`src/rtl/dma_pkg.sv`:
```
// Shared constants for the DMA word-copy engine: register map, CTRL bits, FSM encoding.
package dma_pkg;

  localparam logic [1:0] REG_SRC  = 2'd0;
  localparam logic [1:0] REG_DST  = 2'd1;
  localparam logic [1:0] REG_LEN  = 2'd2;
  localparam logic [1:0] REG_CTRL = 2'd3;

  localparam int unsigned CTRL_START = 0;
  localparam int unsigned CTRL_BUSY  = 1;
  localparam int unsigned CTRL_DONE  = 2;
  localparam int unsigned CTRL_ERR   = 3;

  localparam logic [31:0] DMA_BASE = 32'hF200_0000;

  typedef enum logic [2:0] {
    StIdle,
    StReq,
    StRd,
    StRdw,
    StWr,
    StFin
  } dmaState_e;

endpackage

```
`src/rtl/dma_regs.sv`:
```
// DMA register window: programmed SRC/DST/LEN, sticky DONE/ERR, START decode and
// a read mux registered so data lines up with the bus read latency.
module dma_regs
  import dma_pkg::*;
#(
  parameter int unsigned LEN_BITS  = 16,
  parameter int unsigned ADDR_BITS = 32
) (
  input  logic                 clk,
  input  logic                 rst,
  input  logic                 chipSelect,
  input  logic                 regWrite,
  input  logic [1:0]           regSelect,
  input  logic [31:0]          regDataIn,
  input  logic                 busy,
  input  logic                 doneSet,
  input  logic                 errSet,
  output logic                 start,
  output logic [ADDR_BITS-1:0] srcAddr,
  output logic [ADDR_BITS-1:0] dstAddr,
  output logic [LEN_BITS-1:0]  lenCount,
  output logic [31:0]          regDataOut
);

  logic        wrEn;
  logic        wrCtrl;
  logic        doneQ;
  logic        errQ;
  logic [31:0] readMux;

  assign wrEn   = chipSelect & regWrite;
  assign wrCtrl = wrEn & (regSelect == REG_CTRL);
  assign start  = wrCtrl & regDataIn[CTRL_START] & ~busy;

  always_comb begin
    readMux = '0;
    unique case (regSelect)
      REG_SRC: readMux[ADDR_BITS-1:0] = srcAddr;
      REG_DST: readMux[ADDR_BITS-1:0] = dstAddr;
      REG_LEN: readMux[LEN_BITS-1:0]  = lenCount;
      REG_CTRL: begin
        readMux[CTRL_BUSY] = busy;
        readMux[CTRL_DONE] = doneQ;
        readMux[CTRL_ERR]  = errQ;
      end
      default: readMux = '0;
    endcase
  end

  always_ff @(posedge clk) begin
    if (!rst) begin
      srcAddr    <= '0;
      dstAddr    <= '0;
      lenCount   <= '0;
      doneQ      <= 1'b0;
      errQ       <= 1'b0;
      regDataOut <= '0;
    end else begin
      if (wrEn && !busy) begin
        if (regSelect == REG_SRC) srcAddr <= {regDataIn[ADDR_BITS-1:2], 2'b00};
        if (regSelect == REG_DST) dstAddr <= {regDataIn[ADDR_BITS-1:2], 2'b00};
        if (regSelect == REG_LEN) lenCount <= regDataIn[LEN_BITS-1:0];
      end
      // A set from the engine wins over a simultaneous write-1-clear.
      if (doneSet) doneQ <= 1'b1;
      else if (wrCtrl && regDataIn[CTRL_DONE]) doneQ <= 1'b0;
      if (errSet) errQ <= 1'b1;
      else if (wrCtrl && regDataIn[CTRL_ERR]) errQ <= 1'b0;
      regDataOut <= readMux;
    end
  end

endmodule

```
`src/rtl/dma_engine.sv`:
```
// Memory-to-memory word-copy engine: bus-initiator FSM and copy datapath,
// programmed through the dma_regs responder window.
module dma_engine
  import dma_pkg::*;
#(
  parameter int unsigned LEN_BITS  = 16,
  parameter int unsigned ADDR_BITS = 32
) (
  input  logic                 clk,
  input  logic                 rst,
  input  logic                 chipSelect,
  input  logic                 regWrite,
  input  logic [1:0]           regSelect,
  input  logic [31:0]          regDataIn,
  output logic [31:0]          regDataOut,
  output logic                 busRequest,
  input  logic                 busGrant,
  output logic [ADDR_BITS-1:0] masterAddress,
  output logic                 masterWriteEnable,
  output logic [31:0]          masterDataOut,
  input  logic [31:0]          masterDataIn,
  output logic                 irq
);

  dmaState_e            state, stateNext;
  logic [ADDR_BITS-1:0] srcPtr, dstPtr, srcAddr, dstAddr;
  logic [LEN_BITS-1:0]  count, lenCount;
  logic [31:0]          dataReg;
  logic                 start, busy, doneSet, errSet;

  assign busy = (state != StIdle);

  dma_regs #(
    .LEN_BITS (LEN_BITS),
    .ADDR_BITS(ADDR_BITS)
  ) uRegs (
    .clk       (clk),
    .rst       (rst),
    .chipSelect(chipSelect),
    .regWrite  (regWrite),
    .regSelect (regSelect),
    .regDataIn (regDataIn),
    .busy      (busy),
    .doneSet   (doneSet),
    .errSet    (errSet),
    .start     (start),
    .srcAddr   (srcAddr),
    .dstAddr   (dstAddr),
    .lenCount  (lenCount),
    .regDataOut(regDataOut)
  );

  always_comb begin
    stateNext         = state;
    busRequest        = 1'b0;
    masterAddress     = '0;
    masterWriteEnable = 1'b0;
    masterDataOut     = '0;
    irq               = 1'b0;
    doneSet           = 1'b0;
    errSet            = 1'b0;
    unique case (state)
      StIdle: begin
        if (start) stateNext = (lenCount == '0) ? StFin : StReq;
      end
      StReq: begin
        busRequest = 1'b1;
        if (busGrant) stateNext = StRd;
      end
      StRd: begin
        busRequest    = 1'b1;
        masterAddress = srcPtr;
        stateNext     = busGrant ? StRdw : StIdle;
        errSet        = ~busGrant;
      end
      StRdw: begin
        busRequest = 1'b1;
        stateNext  = busGrant ? StWr : StIdle;
        errSet     = ~busGrant;
      end
      StWr: begin
        busRequest    = 1'b1;
        masterAddress = dstPtr;
        masterDataOut = dataReg;
        // Losing the grant here must not commit the write.
        if (busGrant) begin
          masterWriteEnable = 1'b1;
          stateNext = (count == LEN_BITS'(1)) ? StFin : StRd;
        end else begin
          stateNext = StIdle;
          errSet    = 1'b1;
        end
      end
      StFin: begin
        irq       = 1'b1;
        doneSet   = 1'b1;
        stateNext = StIdle;
      end
      default: stateNext = StIdle;
    endcase
  end

  always_ff @(posedge clk) begin
    if (!rst) begin
      state   <= StIdle;
      srcPtr  <= '0;
      dstPtr  <= '0;
      count   <= '0;
      dataReg <= '0;
    end else begin
      state <= stateNext;
      if (state == StIdle && start) begin
        srcPtr <= srcAddr;
        dstPtr <= dstAddr;
        count  <= lenCount;
      end
      if (state == StRdw) dataReg <= masterDataIn;
      if (state == StWr && busGrant) begin
        srcPtr <= srcPtr + ADDR_BITS'(4);
        dstPtr <= dstPtr + ADDR_BITS'(4);
        count  <= count - LEN_BITS'(1);
      end
    end
  end

endmodule
```
`config.mk`:
```
export PLATFORM = sky130hd
export DESIGN_NAME = dma_engine
export DESIGN_NICKNAME = d
export VERILOG_FILES = /design/src/rtl/dma_pkg.sv /design/src/rtl/dma_regs.sv /design/src/rtl/dma_engine.sv
export SDC_FILE = /design/constraint.sdc
export NUM_CORES = 1
export LEC_CHECK = 0
export BUFFER_PORTS_ARGS = -buffer_cell sky130_fd_sc_hd__buf_2
export CORE_MARGIN = 2
export CORE_UTILIZATION = 30
export CTS_CLUSTER_SIZE = 20
export DETAILED_ROUTE_END_ITERATION = 7
export HOLD_SLACK_MARGIN = 0.12
export PLACE_DENSITY_LB_ADDON = 0.08
export SYNTH_ARGS = -nofsm -noshare
export SYNTH_HDL_FRONTEND = slang
export SYNTH_SLANG_ARGS = --single-unit
```
`constraint.sdc`:
```
create_clock -name clk -period 5.6 [get_ports clk]
set_clock_uncertainty 0.05 [all_clocks]
set_input_delay 1.12 -clock clk [delete_from_list [all_inputs] [get_ports clk]]
set_output_delay 1.12 -clock clk [all_outputs]
set_load 0.05 [all_outputs]
```
==> results of run 1 <==
## registers in the layout (all words and copies together) (netlist names), 16 cells and up
name	flops
dataReg	32
uRegs.regDataOut	32
dstPtr	30
srcPtr	30
uRegs.dstAddr	30
uRegs.srcAddr	30
count	16
uRegs.lenCount	16
## kinds of logic after synthesis
family | share of synthesized area (%)
AOI/OAI and AO/OA | 19.52
xor gates and xnor gates | 0.6858
adders and majority gates | 0.4899
buffers and inverters | 4.666
DFF | 43.30
muxes | 4.249
other | 0.03670
and+or+nand+nor | 27.05
## synthesized netlist by cell type (3+ instances only)
master | number | area (um^2)
xnor2_1 | 3 | 26.28
a31oi_1 | 16 | 100.1
mux2_2 | 6 | 67.56
o311ai_0 | 6 | 52.55
ha_1 | 4 | 50.05
or3_1 | 10 | 62.56
nand4_1 | 27 | 168.9
nor4_1 | 12 | 75.07
nor2_1 | 88 | 330.3
or4_1 | 4 | 30.03
buf_2 | 31 | 155.2
xor2_1 | 5 | 43.79
a211oi_1 | 5 | 37.54
dfxtp_1 | 221 | 4424
o22ai_1 | 4 | 25.02
nand2b_1 | 4 | 25.02
o221ai_1 | 3 | 26.28
nand3_1 | 51 | 255.2
a32oi_1 | 5 | 43.79
o21ai_0 | 24 | 120.1
nand2_1 | 280 | 1051
and2_1 | 6 | 37.54
a21oi_1 | 194 | 970.9
o31a_1 | 3 | 26.28
mux2i_1 | 31 | 310.3
inv_1 | 10 | 37.54
nor2b_1 | 5 | 31.28
a221oi_1 | 4 | 35.03
a2bb2oi_1 | 7 | 61.31
nor4_2 | 3 | 37.54
buf_1 | 4 | 15.01
a22o_1 | 30 | 262.8
and4_1 | 7 | 61.31
a311oi_1 | 3 | 26.28
nor3_1 | 18 | 90.09
a22oi_1 | 7 | 52.55
nor3b_1 | 4 | 30.03
clkbuf_1 | 65 | 244.0
o211ai_1 | 9 | 67.56
and3_1 | 53 | 331.6
o21a_1 | 6 | 45.04
## worst max-delay path, stage by stage, from the launching register on
cell and delay, ps:
dfxtp_1 300, buf_4 260, inv_1 210, nand2_1 140, nor2_2 170, buf_4 370
a22o_1 240, buf_2 270
## stage by stage
step           utilization [%]  hold slack (ps)  total power [mW]  worst slack, ps  std cells
2_1_floorplan                -            381.9             1.796             2301       1304
3_3_place_gp             33.96            386.9             1.900             2057       1839
3_5_place_dp             33.96            391.8             1.899             2059       1839
4_1_cts                  36.49            399.5             3.599             1851       1887
5_1_grt                  36.49            415.8             3.686             1744       1887
6_report                 36.51            398.5             3.561             1895       1890
## layer usage
layer / GRT usage (%) / vias up / wire [um]
li1: - / 4874 / -
met1: 30.97 / 4814 / 18910
met2: 31.41 / 303 / 16270
met3: 4.321 / 42 / 2512
met4: 4.117 / 4 / 524
met5: 0 / - / 24
## area by class of cell
| type | instances | share of cell area (%) |
|---|---|---|
| Antenna cell | 3 | 0.06131 |
| Clock buffer | 40 | 6.499 |
| Clock inverter | 8 | 0.4394 |
| Inverter | 10 | 0.3474 |
| Multi-Input combinational cell | 969 | 43.64 |
| Sequential cell | 221 | 36.13 |
| Tap cell | 448 | 4.578 |
| Timing Repair Buffer | 191 | 8.298 |
## path summary, 6_finish.rpt
path                            slack (ps)  cells after the start       start           endpoint
worst max register to register        2970                      7    state[2]         srcPtr[28]
worst min-delay path                   400                      2  dataReg[7]         dataReg[7]
worst max-delay path                  1900                      7    state[2]  masterAddress[17]
worst min register to register         400                      2  dataReg[7]         dataReg[7]
## power by group
group / internal [mW] / total, mW / switching (mW)
combinational: 0.0721 / 0.241 / 0.169
clock: 0.979 / 1.70 / 0.717
sequential: 1.60 / 1.62 / 0.0285
total: 2.65 / 3.56 / 0.914
==> results by group, run 1 <==
Outcome
  – Status: finished clean

Logic synthesis
  – Library cells used by synthesis: 60
  – Cells after Synth: 1303
  – Average size of a mapped cell: 7.841 um^2
  – Seq/Total Area, Yosys: between 40% and 50%
  – Ys async rst share: 0%
  – Post-synth EDFFs: 0
  – Synth warn: 0
  – Post-Syn Area: ~10000 um^2
  – Synth Flop Type: dfxtp_1
  – Yosys reg bits: ~220

Clock tree
  – Clock latency on the worst-skew pair: about 560 ps
  – Setup Buffers After CTS: 0
  – CTS tree: yes
  – Clock Pin Slew Worst Setup and Hold Paths: about 60 ps
  – CTS max path bufs: 3
  – # hold bufs at CTS: 0
  – Clock root cell: clkbuf_16
  – Cts bufs inserted: 28
  – H-tree depth: 1
  – Post-CTS Resized: 0
  – Sink Count: 221

Timing
  – # setup viols final: 0
  – Period utilization: between 60% and 70%
  – Period minus WS final: 3705 ps
  – Highest Clock Rate: between 0.2 and 0.3 GHz
  – RSZ-0062 raised after global routing: false
  – Relative slew slack: around 31%
  – Setup tns final: 0 ps
  – Worst slew pin tran: 1022 ps
  – Fin. Hold Viols: 0
  – Count of pins over their slew limit: 0

Critical path
  – CP arrival: around 2500 ps
  – Critical Path RT: ~4400 ps
  – CP startpoint kind: flip-flop
  – Max FO, Critical Path: 42
  – Kind of critical path: reg2out
  – CP endpoint kind: primary output

Min path
  – Hold crit path type: reg2reg

Pwr
  – VDD IR-drop max: around 0.20 mV
  – PwrDens: 290.9 nW/um^2
  – LEAKAGE: 4.690 nW

Floorplanning
  – Die X: about 190 um
  – Die extent in y: between 150 and 200 um
  – I/O Pins: 170
  – Initial core utilization: between 30 and 40%
  – Core footprint: 33530 um^2
  – Die Area: 35550 um^2
  – Rows: 67

Detailed routing
  – Via density: around 5.3
  – Iter 0 DRT Violations: ~860
  – Antenna viol nets, final: 0
  – Detailed Routing Iterations Pass 1: 5
  – DRC viols: 0
  – Avg WL per Cell: approximately 20 um
  – Final wirelength: 38240 um
  – Via Count: roughly 10000

Finish
  – Area Growth Syn to Fin: 19.84%
  – Commonest non-fill, non-tap cell in the layout: nand2_1
  – Register Area: between 4000 and 5000 um^2
  – Post-route cell area: 12240 um^2
  – # nets final: roughly 1500
  – Share of post-route cells with drive strength above 1: between 10% and 20%
  – Area occupied by multi-input gates: 5344 um^2
  – Most frequent cells in the layout: 280 x nand2_1, 221 x dfxtp_1, 194 x a21oi_1
  – Fillers: around 3700

Global routing
  – Initial antenna violation count: 5
  – Largest net degree at the start of global routing: about 110
  – Remaining global-route overflow: 0
  – Vias in the first global route: between 9000 and 10000
  – GR Util All Layers: between 20% and 30%
  – First-pass GRT wire length: just under 60000 um

Placed design
  – Port Buffers: roughly 170
  – Final GP Congestion: ~0.82
  – Area after DPL: between 10000 and 15000 um^2
  – DP HPWL: 26090 um

Run
  – Max_cap viols: 0
(Power assumes the default switching activity.)
==> inputs of run 2 (changes only) <==
--- a/config.mk
+++ b/config.mk
@@ -5,6 +5,7 @@
 export SDC_FILE = /design/constraint.sdc
 export NUM_CORES = 1
 export LEC_CHECK = 0
+export ABC_AREA = 1
 export BUFFER_PORTS_ARGS = -buffer_cell sky130_fd_sc_hd__buf_2
 export CORE_MARGIN = 2
 export CORE_UTILIZATION = 30
==> constraint.sdc (replaced) <==
create_clock -name clk -period 3.6 [get_ports clk]
set_clock_uncertainty 0.05 [all_clocks]
set_input_delay 0.72 -clock clk [delete_from_list [all_inputs] [get_ports clk]]
set_output_delay 0.72 -clock clk [all_outputs]
set_load 0.05 [all_outputs]
==> results by group, run 2 <==
Critical path
  – Crit Reg-Reg Endpoint: srcPtr[24]
  – Kind of critical path: reg2out
  – CP endpoint kind: primary output
  – Critical Path RT: around 2800 ps
  – CP startpoint kind: flip-flop
  – R2R depth: 9
  – CP arrival: ~2600 ps
  – Max FO, Critical Path: 30
  – FF-to-FF setup slack: about 870 ps
  – Worst r2r src: state[1]

Logic synthesis
  – Post-synth top area share: approximately two fifths
  – Cell accounting for the most synthesized area: dfxtp_1
  – Top cells by area, synth: dfxtp_1 40%, nand2_1 14%, o21ai_0 8.2%
  – Post-Syn Area: 11120 um^2
  – Synth Flop Type: dfxtp_1
  – Average size of a mapped cell: 6.487 um^2
  – Cells after Synth: about 1700
  – Seq/Total Area, Yosys: about 40%
  – Post-synth EDFFs: 0
  – Most common cell in the netlist: nand2_1
  – Synth warn: 0
  – Library cells used by synthesis: 41
  – Top post-synthesis cells by count: 420 x nand2_1, 223 x nor2_1, 221 x dfxtp_1, 193 x inv_1, 182 x o21ai_0
  – Yosys reg bits: 221
  – Ys async rst share: 0%

Clock tree
  – Sink Count: ~220
  – Post-CTS Resized: 0
  – Cts bufs inserted: 28
  – Setup Buffers After CTS: 0
  – # hold bufs at CTS: 0
  – Clock Pin Slew Worst Setup and Hold Paths: around 60 ps
  – CTS max path bufs: 3
  – CTS tree: yes
  – Clock root cell: clkbuf_16
  – H-tree depth: 1
  – Clock latency on the worst-skew pair: 550 ps

Timing
  – Setup tns final: 0 ps
  – Worst slew pin tran: approximately 1100 ps
  – Final WS setup: around 250 ps
  – RSZ-0062 raised after global routing: false
  – # setup viols final: 0
  – Relative slew slack: about a quarter
  – Period utilization: ~93%
  – Count of pins over their slew limit: 0
  – Fin. Hold Viols: 0
  – Highest Clock Rate: 0.2984 GHz
  – Period minus WS final: between 3000 and 4000 ps

Pwr
  – Sw frac: roughly 29%
  – Cell-internal power: around 4.5 mW
  – Combinational power share: 13.1%
  – Psw: around 1.8 mW
  – Final Total Pwr: around 6.4 mW
  – LEAKAGE: just under 5 nW
  – Clk pwr share: ~46%
  – PwrDens: between 400 and 500 nW/um^2
  – Reg power frac: around 41%
  – VDD IR-drop max: slightly below 0.3 mV

Floorplanning
  – Rows: 70
  – Die extent in y: a little under 200 um
  – Die X: about 200 um
  – Initial core utilization: a little under a third
  – Core footprint: between 30000 and 40000 um^2
  – Die Area: a little under 40000 um^2
  – I/O Pins: 170

Global routing
  – Largest net degree at the start of global routing: 68
  – Remaining global-route overflow: 0
  – Vias in the first global route: between 10000 and 15000
  – GR Util All Layers: a little over a fifth
  – Initial antenna violation count: 4
  – First-pass GRT wire length: around 63000 um

Min path
  – Hold crit path type: in2reg
  – Hold Path Sink: uRegs.lenCount[1]
  – Hold Startpoint: regDataIn[1]
  – WHS Path Cells: 3

Detailed routing
  – Via density: a little under 5
  – Detailed Routing Iterations Pass 1: 7
  – Final wirelength: between 40000 and 50000 um
  – Via Count: about 11000
  – Iter 0 DRT Violations: 808
  – Avg WL per Cell: around 18 um
  – Antenna viol nets, final: 0
  – DRC viols: 0

Finish
  – Commonest non-fill, non-tap cell in the layout: nand2_1
  – Fillers: around 4000
  – Most frequent cells in the layout: 419 x nand2_1, 222 x nor2_1, 221 x dfxtp_1
  – Top Registers: dataReg (32), uRegs.regDataOut (32)
  – Share of post-route cells with drive strength above 1: between 10% and 20%
  – # nets final: between 1500 and 2000
  – Non-filler cells in the finished layout: about 2300
  – Ant diodes: 0
  – Post-route cell area: between 10000 and 15000 um^2
  – Area Growth Syn to Fin: 18.61%

Placed design
  – Port Buffers: 167
  – DP HPWL: 30540 um
  – Setup slack at placement: between 800 and 900 ps
  – Area after DPL: between 10000 and 15000 um^2
  – Placed cells: 2275
  – Final GP Congestion: between 0.8 and 0.9

Outcome
  – Status: finished clean

Run
  – Max_cap viols: 0
run 2: changes by cell type after synthesis, sizes merged, moves of 28 or more:
cell	before	now
and3	53	1
nor2	88	226
nand2	280	423
o22ai	4	37
a22o	30	2
mux2i	31	0
nand3	51	98
a21oi	194	165
o21ai	24	183
inv	10	196
run 2: worst max-delay path, stage by stage, from the launching register on:
cell     delay, ps
dfxtp_1        430
inv_1           90
nor3_1         180
buf_4          190
inv_1          470
o22ai_1        350
buf_2          320
run 2: worst max path at each step:
stage / cells past startpoint / slack (ps) / end / startpoint
after floorplan: 5 / 730 / masterAddress[4] / state[1]
after global placement: 8 / 860 / uRegs.lenCount[3] / regSelect[0]
after detailed placement: 8 / 810 / uRegs.lenCount[2] / regSelect[0]
after CTS: 6 / 270 / masterAddress[14] / state[1]
after global routing: 6 / 100 / masterAddress[5] / state[1]
final: 6 / 250 / masterAddress[6] / state[1]
run 2: cell type report:
class	count	area, um^2	share of cell area, %
timing repair buffer	184	978.4	7.415
sequential	221	4424	33.53
tap	468	585.6	4.438
multi-input combinational	1206	5513	41.78
clock buffer	39	833.3	6.315
inverter	196	735.7	5.576
clock inverter	12	125.1	0.9482
run 2: cells by family after synthesis:
kind of cell    Yosys count  synth area share, %
xor+xnor                  7               0.5511
flops                   221                39.77
buf+inv                 289                10.75
fa+ha+maj                 4               0.4499
other cells               1              0.03371
compound gates          418                19.93
simple gates            775                28.51
run 2: routing by layer:
layer | global-route usage (%) | up-vias | routed length (um)
met1 | 29.00 | 5219 | 19390
met3 | 4.449 | 69 | 3124
met5 | 0 | - | 29
met4 | 6.453 | 6 | 1132
met2 | 33.18 | 363 | 17980
li1 | - | 5800 | -
run 2: metrics by stage:
| step | hold WS, ps | util [%] |
|---|---|---|
| 4_1_cts | 362.9 | 36.13 |
| 3_3_place_gp | 389.9 | 33.50 |
| 5_1_grt | 383.5 | 36.13 |
| 6_report | 384.2 | 36.13 |
| 3_5_place_dp | 393.4 | 33.50 |
| 2_1_floorplan | 380.0 | - |
run 2: power groups by stage:
| stage | Sequential (mW) | Combinational [mW] | Clock [mW] |
|---|---|---|---|
| 5_1_grt | 2.66 | 0.933 | 3.07 |
| 4_1_cts | 2.64 | 0.837 | 2.99 |
| 3_5_place_dp | 2.69 | 0.834 | 0 |
| 6_report | 2.64 | 0.834 | 2.90 |
| 2_1_floorplan | 2.69 | 0.562 | 0 |
| 3_3_place_gp | 2.69 | 0.834 | 0 |
==> inputs of run 3 (changes only) <==
--- a/config.mk
+++ b/config.mk
@@ -8,11 +8,12 @@
 export ABC_AREA = 1
 export BUFFER_PORTS_ARGS = -buffer_cell sky130_fd_sc_hd__buf_2
 export CORE_MARGIN = 2
-export CORE_UTILIZATION = 30
+export CORE_UTILIZATION = 58
 export CTS_CLUSTER_SIZE = 20
 export DETAILED_ROUTE_END_ITERATION = 7
 export HOLD_SLACK_MARGIN = 0.12
 export PLACE_DENSITY_LB_ADDON = 0.08
 export SYNTH_ARGS = -nofsm -noshare
 export SYNTH_HDL_FRONTEND = slang
+export SYNTH_HIERARCHICAL = 1
 export SYNTH_SLANG_ARGS = --single-unit
==> results by group, run 3 <==
Clock tree
  – Sink Count: between 200 and 250
  – H-tree depth: 1
  – Clock Pin Slew Worst Setup and Hold Paths: 60 ps
  – CTS tree: yes
  – CTS max path bufs: 3
  – # hold bufs at CTS: 0
  – Clock root cell: clkbuf_16
  – Cts bufs inserted: 25
  – Clock latency on the worst-skew pair: around 530 ps

Pwr
  – PwrDens: between 400 and 500 nW/um^2
  – LEAKAGE: 5.614 nW
  – VDD IR-drop max: approximately 0.38 mV

Placed design
  – Area after DPL: ~13000 um^2
  – DP HPWL: roughly 26000 um
  – Port Buffers: between 150 and 200
  – Final GP Congestion: between 0.9 and 1

Timing
  – # setup viols final: 0
  – Count of pins over their slew limit: 0
  – Worst slew pin tran: around 1100 ps
  – Period minus WS final: 3376 ps
  – RSZ-0062 raised after global routing: false
  – Relative slew slack: 26.06%
  – Fin. Hold Viols: 0
  – Setup tns final: 0 ps
  – Highest Clock Rate: between 0.2 and 0.3 GHz
  – Period utilization: between 90 and 100%

Finish
  – Share of post-route cells with drive strength above 1: roughly an eighth
  – Commonest non-fill, non-tap cell in the layout: nand2_1
  – Register Area: between 4000 and 5000 um^2
  – Area Growth Syn to Fin: 14.34%
  – # nets final: ~2100
  – Fillers: 1922
  – Ant diodes: 0
  – Area occupied by multi-input gates: around 5900 um^2
  – Most frequent cells in the layout: 632 x nand2_1, 330 x nor2_1, 225 x inv_1, 225 x dfxtp_1, 168 x buf_2
  – Post-route cell area: 13460 um^2

Critical path
  – Slowest cell on the critical path: clkinvlp_4
  – Critical path's top delay family: buffers and inverters
  – Largest stage delay, worst path: roughly 500 ps
  – Count of buffer and inverter cells on the critical path: 3
  – Critical Path RT: around 2800 ps
  – CP startpoint kind: flip-flop
  – R2R depth: 12
  – CP arrival: between 2000 and 3000 ps
  – Max FO, Critical Path: 15
  – CP Cell Sequence: inv_2 -> nand2_1 -> nor2_2 -> clkinvlp_4 -> o22ai_1 -> buf_2
  – Kind of critical path: reg2out
  – Worst r2r src: state[0]
  – FF-to-FF setup slack: about 840 ps
  – CP endpoint kind: primary output
  – Stages on the worst setup path: 6
  – Crit Reg-Reg Endpoint: count[7]
  – Capture point of the worst path: masterAddress[25]
  – Worst setup startpoint: state[2]

Min path
  – WHS Path Cells: 2
  – Hold Startpoint: dataReg[0]
  – Hold crit path type: reg2reg

Logic synthesis
  – Ys async rst share: 0%
  – Synth Flop Type: dfxtp_1
  – Library cells used by synthesis: 34
  – Post-synth EDFFs: 0
  – Top cells by area, synth: dfxtp_1 38%, nand2_1 20%, nor2_1 11%
  – Post-synth top area share: a little under two fifths
  – Seq/Total Area, Yosys: between 30% and 40%
  – Synth warn: 6
  – Post-Syn Area: between 10000 and 15000 um^2
  – Top post-synthesis cells by count: 632 x nand2_1, 331 x nor2_1, 227 x inv_1, 225 x dfxtp_1, 106 x a21oi_1
  – Most common cell in the netlist: nand2_1
  – Average size of a mapped cell: between 6 and 7 um^2
  – Cell accounting for the most synthesized area: dfxtp_1
  – Yosys reg bits: 225
  – Cells after Synth: around 1900

Detailed routing
  – Via density: ~5.4
  – Detailed Routing Iterations Pass 1: 5
  – Antenna viol nets, final: 0
  – Avg WL per Cell: approximately 16 um
  – Via Count: 12520
  – Iter 0 DRT Violations: 1278
  – Final wirelength: 36940 um
  – DRC viols: 0

Global routing
  – Largest net degree at the start of global routing: 80
  – Remaining global-route overflow: 0
  – Vias in the first global route: approximately 11000
  – Initial antenna violation count: 0
  – First-pass GRT wire length: between 50000 and 60000 um
  – GR Util All Layers: between 30% and 40%

Floorplanning
  – Die X: roughly 150 um
  – Core footprint: just over 20000 um^2
  – Die Area: ~21000 um^2
  – Rows: 52
  – I/O Pins: between 150 and 200
  – Die extent in y: 146.5 um
  – Initial core utilization: around three fifths

Run
  – Max_cap viols: 0

Outcome
  – Status: finished clean
==> run 3: cell type report <==
cell class	count	share of cell area [%]
tap	270	2.510
timing repair buffer	182	7.305
clock inverter	8	0.9666
timing repair inverter	1	0.05577
clock buffer	37	5.502
inverter	237	6.636
multi-input combinational	1364	43.56
sequential	225	33.46
==> run 3: kinds of logic after synthesis <==
family                     synth area share [%]
adders and majority gates                0.4251
AOI/OAI and AO/OA                         12.25
and+or+nand+nor                           36.20
other                                   0.03185
xor gates and xnor gates                 0.7439
DFF                                       38.26
buffers and inverters                     12.09
==> run 3: how the worst min path moves through the flow <==
stage	to	slack, ps
finish	dataReg[0]	400
global route	dataReg[21]	420
CTS	dataReg[0]	400
detailed placement	dataReg[0]	390
global placement	dataReg[16]	390
floorplan	dataReg[10]	380
==> run 3: power by group <==
part / switching, mW / total (mW) / internal (mW)
Clock: 1.05 / 2.69 / 1.64
Sequential: 0.0847 / 2.65 / 2.57
Combinational: 0.493 / 0.699 / 0.206
Total: 1.63 / 6.04 / 4.41
==> run 3: through the flow <==
| stage | std cells | setup WS (ps) | total power, mW | utilization [%] | hold slack, ps |
|---|---|---|---|---|---|
| 2_1_floorplan | 1915 | 796.6 | 3.194 | - | 380.0 |
| 3_3_place_gp | 2277 | 661.9 | 3.371 | 62.52 | 386.7 |
| 3_5_place_dp | 2277 | 635.7 | 3.382 | 62.52 | 393.9 |
| 4_1_cts | 2322 | 67.58 | 6.042 | 66.85 | 403.2 |
| 5_1_grt | 2324 | 128.5 | 6.253 | 66.96 | 421.6 |
| 6_report | 2324 | 223.6 | 6.044 | 66.96 | 401.5 |
==> run 3: worst reg2reg max path, cell delays in order (launching register included) <==
cell and delay, ps:
dfxtp_1 340, nor2_2 210, nand2_2 180, inv_1 130
nand3_4 150, nor3_1 490, inv_1 160, nor2_4 150
buf_12 330, nand2_1 200, o21ai_0 110, inv_1 50
a21oi_1 120
==> run 3: what timing repair did <==
action,4_1_cts,5_1_grt
gates resized for setup,0,3
buffers inserted,0,1
setup endpoints to repair,0,1
hold endpoints to repair,0,0
==> run 3: layer usage <==
layer / routed length [um] / track usage [%] / vias to the layer above
li1: - / - / 6156
met4: 960 / 8.981 / 0
met3: 3764 / 6.313 / 63
met1: 16890 / 50.42 / 5711
met2: 15330 / 49.53 / 587
met5: 0 / 0 / -
